===== src/rtl/timer_pkg.sv =====
// Shared definitions for the timer/counter: FSM states, register map,
// CTRL field layout and mode codes.
package timer_pkg;

   localparam int unsigned DATA_W = 32;
   localparam int unsigned ADDR_W = 2;

   typedef enum logic [1:0] {
      ST_IDLE = 2'd0,
      ST_LOAD = 2'd1,
      ST_CNT  = 2'd2,
      ST_INT  = 2'd3
   } state_t;

   localparam logic [ADDR_W-1:0] ADDR_CTRL   = 2'd0;
   localparam logic [ADDR_W-1:0] ADDR_PRESET = 2'd1;
   localparam logic [ADDR_W-1:0] ADDR_COUNT  = 2'd2;

   localparam int unsigned CTRL_EN_BIT  = 0;
   localparam int unsigned CTRL_MODE_LO = 1;
   localparam int unsigned CTRL_MODE_HI = 2;
   localparam int unsigned CTRL_IM_BIT  = 3;

   localparam logic [1:0] MODE_ONESHOT = 2'b00;
   localparam logic [1:0] MODE_RELOAD  = 2'b01;

   typedef struct packed {
      logic       im;
      logic [1:0] mode;
      logic       en;
   } ctrl_t;

   // Only the low nibble of a CTRL write carries fields; the rest is dropped.
   function automatic ctrl_t ctrl_from_word(input logic [3:0] w);
      ctrl_t c;
      c.en   = w[CTRL_EN_BIT];
      c.mode = w[CTRL_MODE_HI:CTRL_MODE_LO];
      c.im   = w[CTRL_IM_BIT];
      return c;
   endfunction

   function automatic logic [DATA_W-1:0] ctrl_to_word(input ctrl_t c);
      logic [DATA_W-1:0] w;
      w = '0;
      w[CTRL_EN_BIT]               = c.en;
      w[CTRL_MODE_HI:CTRL_MODE_LO] = c.mode;
      w[CTRL_IM_BIT]               = c.im;
      return w;
   endfunction

endpackage


===== src/rtl/timer_counter.sv =====
// Memory-mapped 32-bit down-counting timer with one-shot and auto-reload
// modes and a level interrupt request.
module timer_counter
   import timer_pkg::*;
(
   input  logic              clk,
   input  logic              reset,
   input  logic [ADDR_W-1:0] addr,
   input  logic              we,
   input  logic [DATA_W-1:0] din,
   output logic [DATA_W-1:0] dout,
   output logic              irq
);

   state_t            state, state_nxt;
   ctrl_t             ctrl, ctrl_nxt;
   logic [DATA_W-1:0] preset, preset_nxt;
   logic [DATA_W-1:0] count, count_nxt;
   logic              pending, pending_nxt;

   logic wr_ctrl;
   logic wr_preset;
   logic reload_mode;

   assign wr_ctrl     = we && (addr == ADDR_CTRL);
   assign wr_preset   = we && (addr == ADDR_PRESET);
   assign reload_mode = (ctrl.mode == MODE_RELOAD);

   // State register
   always_ff @(posedge clk) begin
      if (reset) begin
         state <= ST_IDLE;
      end else begin
         state <= state_nxt;
      end
   end

   // Register file and counter
   always_ff @(posedge clk) begin
      if (reset) begin
         ctrl    <= '0;
         preset  <= '0;
         count   <= '0;
         pending <= 1'b0;
      end else begin
         ctrl    <= ctrl_nxt;
         preset  <= preset_nxt;
         count   <= count_nxt;
         pending <= pending_nxt;
      end
   end

   // Next state and register updates; software writes are applied last so
   // they win over any FSM-side change on the same edge.
   always_comb begin
      state_nxt   = state;
      ctrl_nxt    = ctrl;
      preset_nxt  = preset;
      count_nxt   = count;
      pending_nxt = pending;

      case (state)
         ST_IDLE: begin
            if (ctrl.en) begin
               state_nxt = ST_LOAD;
            end
         end
         ST_LOAD: begin
            count_nxt = preset;
            state_nxt = ST_CNT;
         end
         ST_CNT: begin
            if (!ctrl.en) begin
               state_nxt = ST_IDLE;
            end else if (count > DATA_W'(1)) begin
               count_nxt = count - DATA_W'(1);
            end else begin
               // Saturates at zero so PRESET=0 expires like PRESET=1.
               count_nxt   = '0;
               pending_nxt = 1'b1;
               state_nxt   = ST_INT;
            end
         end
         ST_INT: begin
            if (reload_mode) begin
               pending_nxt = 1'b0;
               state_nxt   = ST_LOAD;
            end else begin
               ctrl_nxt.en = 1'b0;
               state_nxt   = ST_IDLE;
            end
         end
         default: begin
            state_nxt = ST_IDLE;
         end
      endcase

      if (wr_ctrl) begin
         ctrl_nxt    = ctrl_from_word(din[3:0]);
         pending_nxt = 1'b0;
      end
      if (wr_preset) begin
         preset_nxt  = din;
         pending_nxt = 1'b0;
      end
   end

   // Zero-latency read mux
   always_comb begin
      dout = '0;
      case (addr)
         ADDR_CTRL:   dout = ctrl_to_word(ctrl);
         ADDR_PRESET: dout = preset;
         ADDR_COUNT:  dout = count;
         default:     dout = '0;
      endcase
   end

   assign irq = pending & ctrl.im;

endmodule


===== config.mk =====
export PLATFORM = sky130hd
export DESIGN_NAME = timer_counter
export DESIGN_NICKNAME = d
export VERILOG_FILES = /design/src/rtl/timer_pkg.sv /design/src/rtl/timer_counter.sv
export SDC_FILE = /design/constraint.sdc
export NUM_CORES = 1
export LEC_CHECK = 0
export ABC_AREA = 1
export CELL_PAD_IN_SITES_DETAIL_PLACEMENT = 0
export CELL_PAD_IN_SITES_GLOBAL_PLACEMENT = 2
export CORE_MARGIN = 2
export CORE_UTILIZATION = 31
export CTS_BUF_LIST = sky130_fd_sc_hd__clkbuf_16
export DETAILED_ROUTE_END_ITERATION = 6
export PLACE_DENSITY_LB_ADDON = 0.1
export SLEW_MARGIN = 15
export SYNTH_ARGS = -nofsm -noshare
export SYNTH_HDL_FRONTEND = slang
export SYNTH_SLANG_ARGS = --single-unit
export TNS_END_PERCENT = 100

===== constraint.sdc =====
create_clock -name clk -period 3.5 [get_ports clk]
set_clock_uncertainty 0.1 [all_clocks]
set_input_delay 0.525 -clock clk [delete_from_list [all_inputs] [get_ports clk]]
set_output_delay 0.525 -clock clk [all_outputs]
set_load 0.02 [all_outputs]

Word level (Yosys, flattened, before mapping) --
Index checks and enable logic that the tools add are counted. Widths: inputs -> output; s select.
Word-level totals: flip-flop bits (word level) 71, input port bits 37, output and inout bits 33, word-level logic and storage cells 50
Cells by class: add/subtract/negate cells 1, $lt $le $gt $ge 1, equal/unequal tests 12, mux-type cells 16, bitwise logic cells 1, reductions and logical operators 12
Operator list (number):
- $pmux 32 s3 | 1
- $mux 32 | 2
- $pmux 32 s2 | 1
- $gt 32x1->1 const B | 1
- $sub 32x1->32 const B | 1
- $ne 2x2->1 const B | 5
- $pmux 2 s4 | 1
- $mux 1 | 7
- $eq 2x1->1 const B | 3
- $eq 2x2->1 const B | 3
- $mux 2 | 3
- $reduce_and 2->1 | 3
- $reduce_bool 2->1 | 3
- $logic_not 2->1 | 2
- $reduce_and 4->1 | 1
- $ne 3x3->1 const B | 1
- $reduce_or 3->1 | 1
- $logic_and 1x1->1 | 2
- $pmux 1 s2 | 1
- $and 1x1->1 | 1

Depth between registers and ports, before layout --
Gate-level depths: netlist of the first run.
word-level depth 4, depth in mapped cells 12, mapped depth without buffers 12

Worst setup path before layout of the first run --
No wires, ideal clock.
kind input to output, start input port addr[1], end output port dout[10], data arrival time 1.613 ns, data required time 2.875 ns, path slack 1.262 ns, stages on the path 5, buffers on the path 2, cells stage by stage buf_2 nor2_1 inv_1 clkbuf_1 o21ai_0
On the way: word-level cells in the longest chain between the ends 2, elaborated cells between the ends (all ways) 4, classes of those cells eq/ne (2); mux (1); reduce/logical (1)
Ends and longest elaborated chain:
- start: declaration | line timer_counter.sv:8 | input logic [ADDR_W-1:0] addr,
- $eq 2x2->1 (tied with other cells) | line timer_counter.sv:111 | case (addr)
- $pmux 32 s3 * | line timer_counter.sv:111
- end: declaration | line timer_counter.sv:11 | output logic [DATA_W-1:0] dout,
Mark *: on every way between the ends. The rest lies on a longest branch, timed or not.

Worst setup path in the final report of the first run --
start input port addr[1], end output port dout[18]
Same word-level chain as after synthesis.

==> results.ini, run 1 <==
[critical_path]
worstSetupEndpointType=output port
path_max_fanout=24
cp.arrival_ps=2470
reg2reg_from=count[0]
critPathLaunchType=primary input
criticalPathCategory=primary input to output port
cp-startpoint=addr[1]
critPathRequiredTime_ps=2870

[drt]
initialDrtViolationCount=211
drc=0
vias_per_cell=4.85
drt-total-wl_um=13300
vias=4206
drt_pass1_iterations=5
ant_nets=0
avgRoutedWirePerCell_um=15.3

[clocking]
cts_buffer_depth=2
cts_buffers=9
clkTransAtPathRegs_ps=60
cts_max_level=3
cts_setup_buffers=0
cts_tree=built
root_buffer=clkbuf_16
insertion_delay_ps=340
clock_sinks=71
cts_resized=0
hold_buffers=0

[synth]
yosysUniqueCellTypes=30
synth_top_area_share_pct=34.6
synth_area_per_cell_sq_um=6.53
yosys_warnings=0
synth_cells=629
syn_nets=668
ys_ff_latch=71
seq_area_frac_synth_pct=34.6
syn-cell-area_sq_mm=0.00411
synth_area_leaders=dfxtp_1 35%, nand2_1 13%, o21ai_0 8.3%
synth_top_cell_by_area=dfxtp_1

[finish]
syn_to_final_growth_pct=27.3
final_core_util_pct=40.0
finalInstanceArea_sq_mm=0.00523
fin_nets=727
antenna_cells=0
drive_gt1_share_pct=7.67

[grt]
antenna_found_initial=0
grt_pass1_vias=4182
overflow=0
grtUsageTotal_pct=19.8
grt_max_degree=45
grt_pass1_wl_um=21900

[power]
total_power_mw=2.49
p_leak_nw=2.03
peakVddDrop_mv=0.261
power_density_mw_per_mm2=476

[timing]
hold_ws_ps=365
slew_violations=0
hold_viol=0
finalCritPeriodShare_pct=88.5
fin_crit_ps=3100
setup_viol=0
rsz0062_at_grt=no
fin_setup_tns_ps=0
clock.fmax_mhz=323
tightest_slew_ps=943
slew_headroom_pct=37.1

[die]
die_y_um=119
fp-row-count=42
coreArea_sq_mm=0.0131
num_io_pins=70
die_x_um=119
start_util_pct=31.4
dieArea_sq_mm=0.0142

[run]
cap_viol_max_count=0

[status]
outcome=finished, final reports clean

[place]
gp_congestion=0.830
portBuffers=69
place_area_sq_mm=0.00499
dp_hpwl_um=9640

[min_path]
hold_path.class=flip-flop to flip-flop
min-delay-start=preset[8]

## placed cells by master (no fill, tap or decap), types with 4 or more instances in the layout
| cell type | n |
|---|---|
| xor2_1 | 15 |
| clkbuf_16 | 9 |
| nand3_1 | 14 |
| a31oi_1 | 11 |
| a21oi_2 | 7 |
| o21ai_0 | 68 |
| o21ai_1 | 5 |
| buf_4 | 8 |
| a21oi_1 | 52 |
| o22ai_1 | 29 |
| nand3_2 | 7 |
| clkdlybuf4s50_1 | 69 |
| o221ai_1 | 4 |
| nor2_1 | 61 |
| nand2_1 | 141 |
| dfxtp_1 | 71 |
| inv_1 | 84 |
| nand4_1 | 4 |
| nor2_2 | 9 |
## cell type report
| cell class | count | area [sq um] |
|---|---|---|
| multi-input cells | 445 | 2250 |
| fillers | 1435 | 7850 |
| well taps | 176 | 220 |
| clock buffers | 9 | 225 |
| inverters | 82 | 308 |
| clock inverters | 5 | 20.0 |
| repair buffers | 79 | 791 |
| flip-flops and latches | 71 | 1420 |
## where the power goes
group	leakage (nW)	internal (mW)	total (mW)	switching, mW
Sequential	0.578	0.855	0.896	0.0415
Clock	0.129	0.460	0.801	0.342
Combinational	1.33	0.274	0.794	0.520
## critical path, cell delays in order
cell and delay [ps]:
clkdlybuf4s50_1 570, nor2_1 220, inv_1 160, buf_12 200, o22ai_1 150, clkdlybuf4s50_1 630
## kinds of logic after synthesis
logic type | count (synthesis) | share of synthesized area [%]
AND/OR/NAND/NOR | 248 | 26.1
flip-flops | 71 | 34.6
buffers and inverters | 113 | 10.8
XOR/XNOR | 17 | 3.62
AO/OA/AOI/OAI | 178 | 24.3
adder cells (fa/ha/maj) | 2 | 0.609
## metrics by stage
step / worst slack (ps) / instances
detailed placement: 400 / 853
floorplan: 1260 / 629
CTS: 399 / 867
finish: 401 / 867
global placement: 464 / 853
global route: 244 / 867
## cell usage after synthesis (all sizes together)
cell type and n:
nand2 147, inv 82, o21ai 74, dfxtp 71, nor2 71, a21oi 60
o22ai 29, clkbuf 25, nand3 21, xor2 15, a31oi 11, buf 6
nand4 4, nor3 4, o221ai 4, ha 2, xnor2 2, nor4 1
## flip-flops by register name (all words and copies together), names as in the netlist
signal / count
preset: 32
pending: 1
count: 32
state: 2
ctrl: 4
## final timing paths
| path | endpoint | depth (start not counted) | slack, ps |
|---|---|---|---|
| max | dout[18] | 6 | 400 |
| min | preset[8] | 2 | 360 |
| max reg2reg | count[24] | 11 | 1160 |
| min reg2reg | preset[8] | 2 | 360 |
## layer usage
layer	share of wire, %	up-vias	track usage (%)
li1	-	2174	-
met2	49	65	34.0
met3	3.6	14	4.98
met4	1.2	0	4.46
met5	0	-	0
met1	46	1953	24.9
Power figures use the tool's default switching activity.
==> run 2: changes to the inputs <==
--- a/config.mk
+++ b/config.mk
@@ -8,7 +8,6 @@
 export ABC_AREA = 1
 export CELL_PAD_IN_SITES_DETAIL_PLACEMENT = 0
 export CELL_PAD_IN_SITES_GLOBAL_PLACEMENT = 2
-export CORE_MARGIN = 2
 export CORE_UTILIZATION = 31
 export CTS_BUF_LIST = sky130_fd_sc_hd__clkbuf_16
 export DETAILED_ROUTE_END_ITERATION = 6
@@ -17,4 +16,3 @@
 export SYNTH_ARGS = -nofsm -noshare
 export SYNTH_HDL_FRONTEND = slang
 export SYNTH_SLANG_ARGS = --single-unit
-export TNS_END_PERCENT = 100
==> results.ini, run 2 (same netlist as run 1, synthesis figures left out) <==
[finish]
syn_to_final_growth_pct=27.9  ; was 27.3%
final_cells=869  ; was 867
mostFrequentLayoutCells=141 x nand2_1, 83 x inv_1, 71 x dfxtp_1  ; was 141 x nand2_1, 84 x inv_1, 71 x dfxtp_1
final_common_cell=nand2_1  ; unchanged
antenna_cells=0  ; unchanged
drive_gt1_share_pct=8.61  ; was 7.67%
reg_top3=count: 32 flops, preset: 32 flops, ctrl: 4 flops  ; unchanged
final_core_util_pct=41.1  ; was 40.0%
fin_nets=731  ; was 727

[clocking]
cts_resized=0  ; unchanged
root_buffer=clkbuf_16  ; unchanged
cts_buffers=9  ; unchanged
cts_max_level=3  ; unchanged
hold_buffers=0  ; unchanged
cts_tree=built  ; unchanged
insertion_delay_ps=350  ; was 340 ps
clock_sinks=71  ; unchanged
cts_setup_buffers=0  ; unchanged
cts_buffer_depth=2  ; unchanged
clkTransAtPathRegs_ps=50  ; was 60 ps

[drt]
drt_pass1_iterations=5  ; unchanged
vias=4284  ; was 4,206
ant_nets=0  ; unchanged
drt-total-wl_um=13800  ; was 13,300 um
initialDrtViolationCount=225  ; was 211
drc=0  ; unchanged
avgRoutedWirePerCell_um=15.9  ; was 15.3 um
vias_per_cell=4.93  ; was 4.85

[place]
portBuffers=69  ; unchanged
dp_hpwl_um=10000  ; was 9640 um
dp.cells=853  ; unchanged
gp_congestion=0.804  ; was 0.830
pre_cts_ws_ps=444  ; was 400 ps

[grt]
grt_max_degree=45  ; unchanged
grt_pass1_vias=4194  ; was 4,182
overflow=0  ; unchanged
met3_usage_pct=4.02  ; was 4.98%
antenna_found_initial=0  ; unchanged
grt.busiest_layer=met2  ; unchanged
use_met1_pct=29.2  ; was 24.9%
grtUsageTotal_pct=21.7  ; was 19.8%
use_met2_pct=34.6  ; was 34.0%
grt_pass1_wl_um=21900  ; about the same

[timing]
setup_viol=0  ; unchanged
slew_headroom_pct=41.8  ; was 37.1%
tightest_slew_ps=873  ; was 943 ps
finalCritPeriodShare_pct=86.6  ; was 88.5%
fin_setup_tns_ps=0  ; unchanged
hold_viol=0  ; unchanged
hold_ws_ps=365  ; about the same
fin_crit_ps=3030  ; was 3100 ps
clock.fmax_mhz=330  ; was 323 MHz
slew_violations=0  ; unchanged
layout_setup_ws_ps=468  ; was 401 ps
rsz0062_at_grt=no  ; unchanged

[die]
coreArea_sq_mm=0.0128  ; was 0.0131 sq mm
die_x_um=117  ; was 119 um
dieArea_sq_mm=0.0137  ; was 0.0142 sq mm
start_util_pct=32.2  ; was 31.4%
fp-row-count=41  ; was 42
num_io_pins=70  ; unchanged
die_y_um=117  ; was 119 um

[critical_path]
cp.arrival_ps=2410  ; was 2470 ps
r2r-end=count[3]  ; was count[24]
path_max_fanout=17  ; was 24
reg2reg_from=count[0]  ; unchanged
worstRegToRegCells=10  ; was 11
ff2ff_setup_slack_ps=1220  ; was 1160 ps
critPathLaunchType=primary input  ; unchanged
criticalPathCategory=primary input to output port  ; unchanged
critPathRequiredTime_ps=2870  ; about the same
worstSetupEndpointType=output port  ; unchanged

[min_path]
min-delay-start=preset[26]  ; was preset[8]
hold_path_end=preset[26]  ; was preset[8]
hold_path.class=flip-flop to flip-flop  ; unchanged
hold_depth=2  ; unchanged

[power]
p_leak_nw=2.05  ; was 2.03 nW
power_density_mw_per_mm2=479  ; was 476 mW/mm^2
peakVddDrop_mv=0.273  ; was 0.261 mV

[status]
outcome=finished, final reports clean  ; unchanged

[run]
cap_viol_max_count=0  ; unchanged

## run 2: layer usage
layer	vias to the layer above	wire, um
li1	2187	-
met1	1992	6920
met2	87	6190
met3	18	460
met4	0	248
met5	-	0
## run 2: layout make-up
class | instances | area [sq um]
flip-flops and latches | 71 | 1420
repair buffers | 83 | 808
inverters | 82 | 308
clock inverters | 7 | 31.3
multi-input cells | 445 | 2250
clock buffers | 9 | 225
well taps | 172 | 215
fillers | 1389 | 7520
## run 2: worst max-delay path by stage
stage,startpoint,end,slack (ps),depth (start not counted)
finish,addr[0],dout[22],470,7
detailed placement,addr[0],dout[22],440,7
global placement,addr[0],dout[22],490,7
CTS,addr[0],dout[22],440,7
global route,addr[1],dout[10],320,6
floorplan,addr[1],dout[10],1260,5
## run 2: where the power goes
| part | internal, mW | switching [mW] | total (mW) |
|---|---|---|---|
| Clock | 0.466 | 0.358 | 0.824 |
| Combinational | 0.275 | 0.518 | 0.793 |
| Sequential | 0.855 | 0.0430 | 0.898 |
## run 2: stage by stage
step	instance area (sq um)	power (mW)
after detailed placement	5000	1.71
after global placement	5000	1.71
after CTS	5260	2.55
after global routing	5260	2.68
after floorplan	4110	1.46
final	5260	2.52
## run 2: critical path: stages
cell             delay [ps]
clkdlybuf4s50_1         510
inv_1                   120
nor2_1                  140
inv_1                    70
buf_4                   210
o22ai_1                 180
clkdlybuf4s50_1         640
==> RTL change 1: new RTL, flow settings as in run 1 <==
Reset style: asynchronous (`reset`), changed in 2 clocked blocks.
--- a/src/rtl/timer_counter.sv
+++ b/src/rtl/timer_counter.sv
@@ -27,7 +27,7 @@
    assign reload_mode = (ctrl.mode == MODE_RELOAD);
 
    // State register
-   always_ff @(posedge clk) begin
+   always_ff @(posedge clk or posedge reset) begin
       if (reset) begin
          state <= ST_IDLE;
       end else begin
@@ -36,7 +36,7 @@
    end
 
    // Register file and counter
-   always_ff @(posedge clk) begin
+   always_ff @(posedge clk or posedge reset) begin
       if (reset) begin
          ctrl    <= '0;
          preset  <= '0;
Behaviour: differs if reset is asserted again (counterexample within 4 cycles, from zero or initial values and one cycle with reset high); with reset held inactive, the same outputs for 4 cycles.
==> RTL change 1 against run 1 <==
Sequential cell count unchanged; wire length up 6.6%; design area up 6.5%; utilization about the same; final cell count up 1.6%; synthesized cell count down 0.16%; worst setup slack worse by 0.15 ns; synthesized area up 8.1%; hold slack better by 0.018 ns; via count down 0.38%.
Power is not compared: it rests on default switching activity, and its combinational part moved more than twofold at a synthesized area within 25%.
==> RTL change 1: results (changes against run 1) <==
[outcome]
outcome = completed

[finish]
fillerInstances = 1491  ; +3.9%
largestRegisters = count x32, preset x32, ctrl x4
final_nets = 735  ; +1.1%
diodes = 0  ; unchanged
layout-drive-gt1-share_pct = 8.70  ; +1.0 points

[clock_tree]
htreeDepth = 3  ; unchanged
cts.root.buffer_cell = clkbuf_16
cts_buffers = 9  ; unchanged
post-cts-setup-buffer-count = 0  ; unchanged
clk_pin_slew_ns = 0.05
clockBufferDepth = 2  ; unchanged
cts.repair.resized = 0  ; unchanged
clk_latency_ns = 0.34  ; about the same

[pwr]
p_leak_uw = 0.00259
peakVddDrop_uv = 260

[synthesis]
syn_nets = 667  ; -0.15%
yosysWarningCount = 0  ; unchanged
synth_flop_cell = dfrtp_1
synthTopCellsByArea = dfrtp_1 40%, nand2_1 14%, nor2_1 7.7%, inv_1 6.4%, o21ai_0 5.3%
synth_cell_type_count = 31  ; +3.3%
syn_inst = 628  ; -0.16%
synth_common_cells = 169 x nand2_1, 91 x nor2_1, 76 x inv_1
async_flop_share_pct = 100  ; +100 points
seq_area_frac_synth_pct = 40.0  ; +5.4 points

[placement]
hpwl_um = 10500  ; +9.2%
gp_congestion = 0.893  ; +7.5%
post-place-ws_ns = 0.232  ; -0.168 ns
place_area_um2 = 5290  ; +6.1%
dp_cells = 865  ; +1.4%
io_buffers = 69  ; unchanged

[global_routing]
grt_pass1_vias = 4386  ; +4.9%
grt_usage_pct = 20.0  ; +0.19 points
grt_pass1_wl_um = 22900  ; +4.5%
antenna_found_initial = 0  ; unchanged
grt_max_degree = 35  ; -22%

[timing]
fin_tns_setup_ns = 0  ; unchanged
tightest_slew_ns = 0.878  ; -0.0648 ns
slew_viol_final = 0  ; unchanged

[route]
num_vias = 4190  ; -0.38%
routed_wl_um = 14200  ; +6.6%
wire_per_inst_um = 16.1  ; +4.9%
drt_iter0_markers = 154  ; -27%
dr.pass1.iters = 4  ; -1

[critical_path]
crit_path_top_delay_cell = clkdlybuf4s50_1
critical-path-top-delay-family = buffers and inverters
max_stage_delay_ns = 0.64
cp_max_fo = 14  ; -42%
arrival_ns = 2.62  ; +0.15 ns

[worst_hold_path]
min_path_type = register to register

[RTL change 1: cell types whose count changed after synthesis, sizes merged, moves of 4 or more]
cell    before  now
dfrtp        0   71
dfxtp       71    0
nor2        71  101
nand2      147  173
a21oi       60   38
o21ai       74   52
clkbuf      25    5
nand3       21   40
o22ai       29   11
mux2         0   17
buf          6   18
a31oi       11    0
xor2        15    9
nor3         4    0
[RTL change 1: cells by family after synthesis]
family          Yosys count  share of synthesized area [%]
simple gates            319                           29.9
compound gates          107                           13.0
mux                      17                           4.31
flops                    71                           40.0
xor+xnor                  9                           1.77
buf+inv                 103                           10.5
fa+ha+maj                 2                          0.563
[RTL change 1: layout make-up]
cell class	instances	area, um^2	share of cell area (%)
multi-input cells	454	2200	39.5
repair buffers	80	786	14.1
clock inverters	7	56.3	1.01
clock buffers	9	225	4.04
flip-flops and latches	71	1780	31.9
well taps	180	225	4.04
inverters	80	300	5.39
[RTL change 1: report_power, final]
| group | internal, uW | switching (uW) | total, uW |
|---|---|---|---|
| registers | 1090 | 315 | 1400 |
| logic | 606 | 1030 | 1640 |
| clock network | 539 | 354 | 893 |
| total | 2230 | 1700 | 3940 |
[RTL change 1: per-layer routing]
layer  up-vias  GRT usage [%]  share of wire [%]
li1       2132              -                  -
met1      1985           26.3                 49
met2        58           33.3                 47
met3        15           2.66                2.8
met4         0           7.60                1.7
met5         -              0                  0
[RTL change 1: worst paths after layout]
kind | from | to | slack, ns | depth (start not counted)
min | preset[0] | preset[0] | 0.38 | 2
max in group asynchronous | reset | count[27] | 2.20 | 3
min reg2reg | preset[0] | preset[0] | 0.38 | 2
min in group asynchronous | reset | ctrl[2] | 0.44 | 2
max | addr[1] | dout[1] | 0.25 | 5
max reg2reg | state[0] | count[11] | 0.93 | 9
==> RTL change 2: new RTL, flow settings as in run 1 <==
Without the edit above. The package constant `ADDR_W` goes from 2 to 3.
--- a/src/rtl/timer_pkg.sv
+++ b/src/rtl/timer_pkg.sv
@@ -3,7 +3,7 @@
 package timer_pkg;
 
    localparam int unsigned DATA_W = 32;
-   localparam int unsigned ADDR_W = 2;
+   localparam int unsigned ADDR_W = 3;
 
    typedef enum logic [1:0] {
       ST_IDLE = 2'd0,
Interface: changed (resized addr); port bits go from 70 to 71. No check against the original RTL was run, so the function may have changed too.
==> RTL change 2 against run 1 <==
Power down 3.2%; design area up 0.43%; final cell count up 3.8%; worst setup slack better by 0.0099 ns; wire length up 2.0%; hold slack better by 0.015 ns; sequential share of layout area down 0.12 points; synthesized area up 0.37%; sequential cell count unchanged; count of clock-buffer cells in the layout unchanged; die area up 0.35%; critical endpoint is now dout[21]; largest cell class unchanged; largest power group unchanged.
==> RTL change 2: results (changes against run 1) <==
[outcome]
outcome = completed

[synthesis]
synth_flop_cell = dfxtp_1
syn_inst = 657  ; +4.5%
synthTopCellsByArea = dfxtp_1 34%, nand2_1 14%, o21ai_0 11%, nor2_1 10%, inv_1 5.7%
syn_nets = 697  ; +4.3%
seq_area_frac_synth_pct = 34.5  ; -0.13 points
synth_compound_area_share_pct = 19.9  ; -4.3 points
synth-xor-area-share_pct = 3.18  ; -0.44 points
synth_common_cells = 157 x nand2_1, 110 x nor2_1, 89 x o21ai_0
netlist.area_leader.share_pct = 34.5  ; -0.13 points
synth_fa_ha_area_share_pct = 0.607  ; -0.0022 points
synth_cell_type_count = 32  ; +6.7%

[timing]
setup_viol = 0  ; unchanged
hold_slack_ns = 0.379  ; +0.0145 ns
final.min_clock_period_ns = 3.09  ; -0.00994 ns
tightest_slew_ns = 0.893  ; -0.0499 ns

[placement]
place_area_um2 = 5010  ; +0.50%
io_buffers = 70  ; +1.4%
dp_cells = 887  ; +4.0%
post-place-ws_ns = 0.418  ; +0.0181 ns
hpwl_um = 9370  ; -2.8%
gp_congestion = 0.850  ; +2.4%

[global_routing]
grt_usage_pct = 19.9  ; +0.12 points
grt_pass1_wl_um = 22000  ; +0.82%
grt.met3_usage_pct = 4.07  ; -0.91 points
antenna_found_initial = 0  ; unchanged
grt_max_degree = 42  ; -6.7%
busiest_layer = met2
grt_pass1_vias = 4197  ; +0.36%
grtUsageMet2_pct = 33.7  ; -0.36 points
met1_usage_pct = 25.7  ; +0.84 points

[finish]
diodes = 0  ; unchanged
fillerInstances = 1486  ; +3.6%
layout-drive-gt1-share_pct = 6.35  ; -1.3 points
final_nets = 762  ; +4.8%

[clock_tree]
cts.repair.resized = 0  ; unchanged
cts_buffers = 9  ; unchanged

[route]
wl_met2_um = 6460  ; -1.1%
drt_iter0_markers = 205  ; -2.8%
via_per_inst = 4.79  ; -1.3%
drc = 0  ; unchanged
wire_per_inst_um = 15.1  ; -1.7%
wl_met1_um = 6550  ; +6.6%
route.met3.wl_um = 421  ; -12%
routed_wl_um = 13600  ; +2.0%
top_layer = met4

[worst_hold_path]
hold_path_depth = 2  ; unchanged

[pwr]
peakVddDrop_uv = 218  ; -17%
intPower_uw = 1560  ; -1.6%
p_leak_uw = 0.00209  ; +3.0%

[critical_path]
reg2regPathDepth = 9  ; -2
ff2ff_setup_slack_ns = 1.05  ; -0.11 ns
cp_max_fo = 11  ; -54%

## RTL change 2: worst max-delay path: stages
cell and delay [ns]:
clkdlybuf4s50_1 0.48, nor2_1 0.16, nand2_1 0.20, buf_4 0.24, o21ai_0 0.21, clkdlybuf4s50_1 0.64
## RTL change 2: power by group through the flow
stage | clock (uW) | combinational, uW | sequential [uW]
finish | 802 | 713 | 899
global route | 858 | 811 | 906
CTS | 830 | 723 | 898
detailed placement | 0 | 718 | 915
global placement | 0 | 716 | 915
floorplan | 0 | 505 | 902
## RTL change 2: final cells by class
class                           count  area [um^2]  area share [%]
Multi-Input combinational cell    491         2310            44.0
Sequential cell                    71         1420            27.1
Timing Repair Buffer               83          811            15.4
Inverter                           66          248            4.72
Clock buffer                        9          225            4.29
Tap cell                          176          220            4.19
Clock inverter                      4         17.5           0.333
## RTL change 2: worst paths after layout
path	from	to
setup / recovery	addr[2]	dout[21]
hold / removal	preset[29]	preset[29]
setup reg to reg	state[1]	count[11]
hold reg to reg	preset[29]	preset[29]
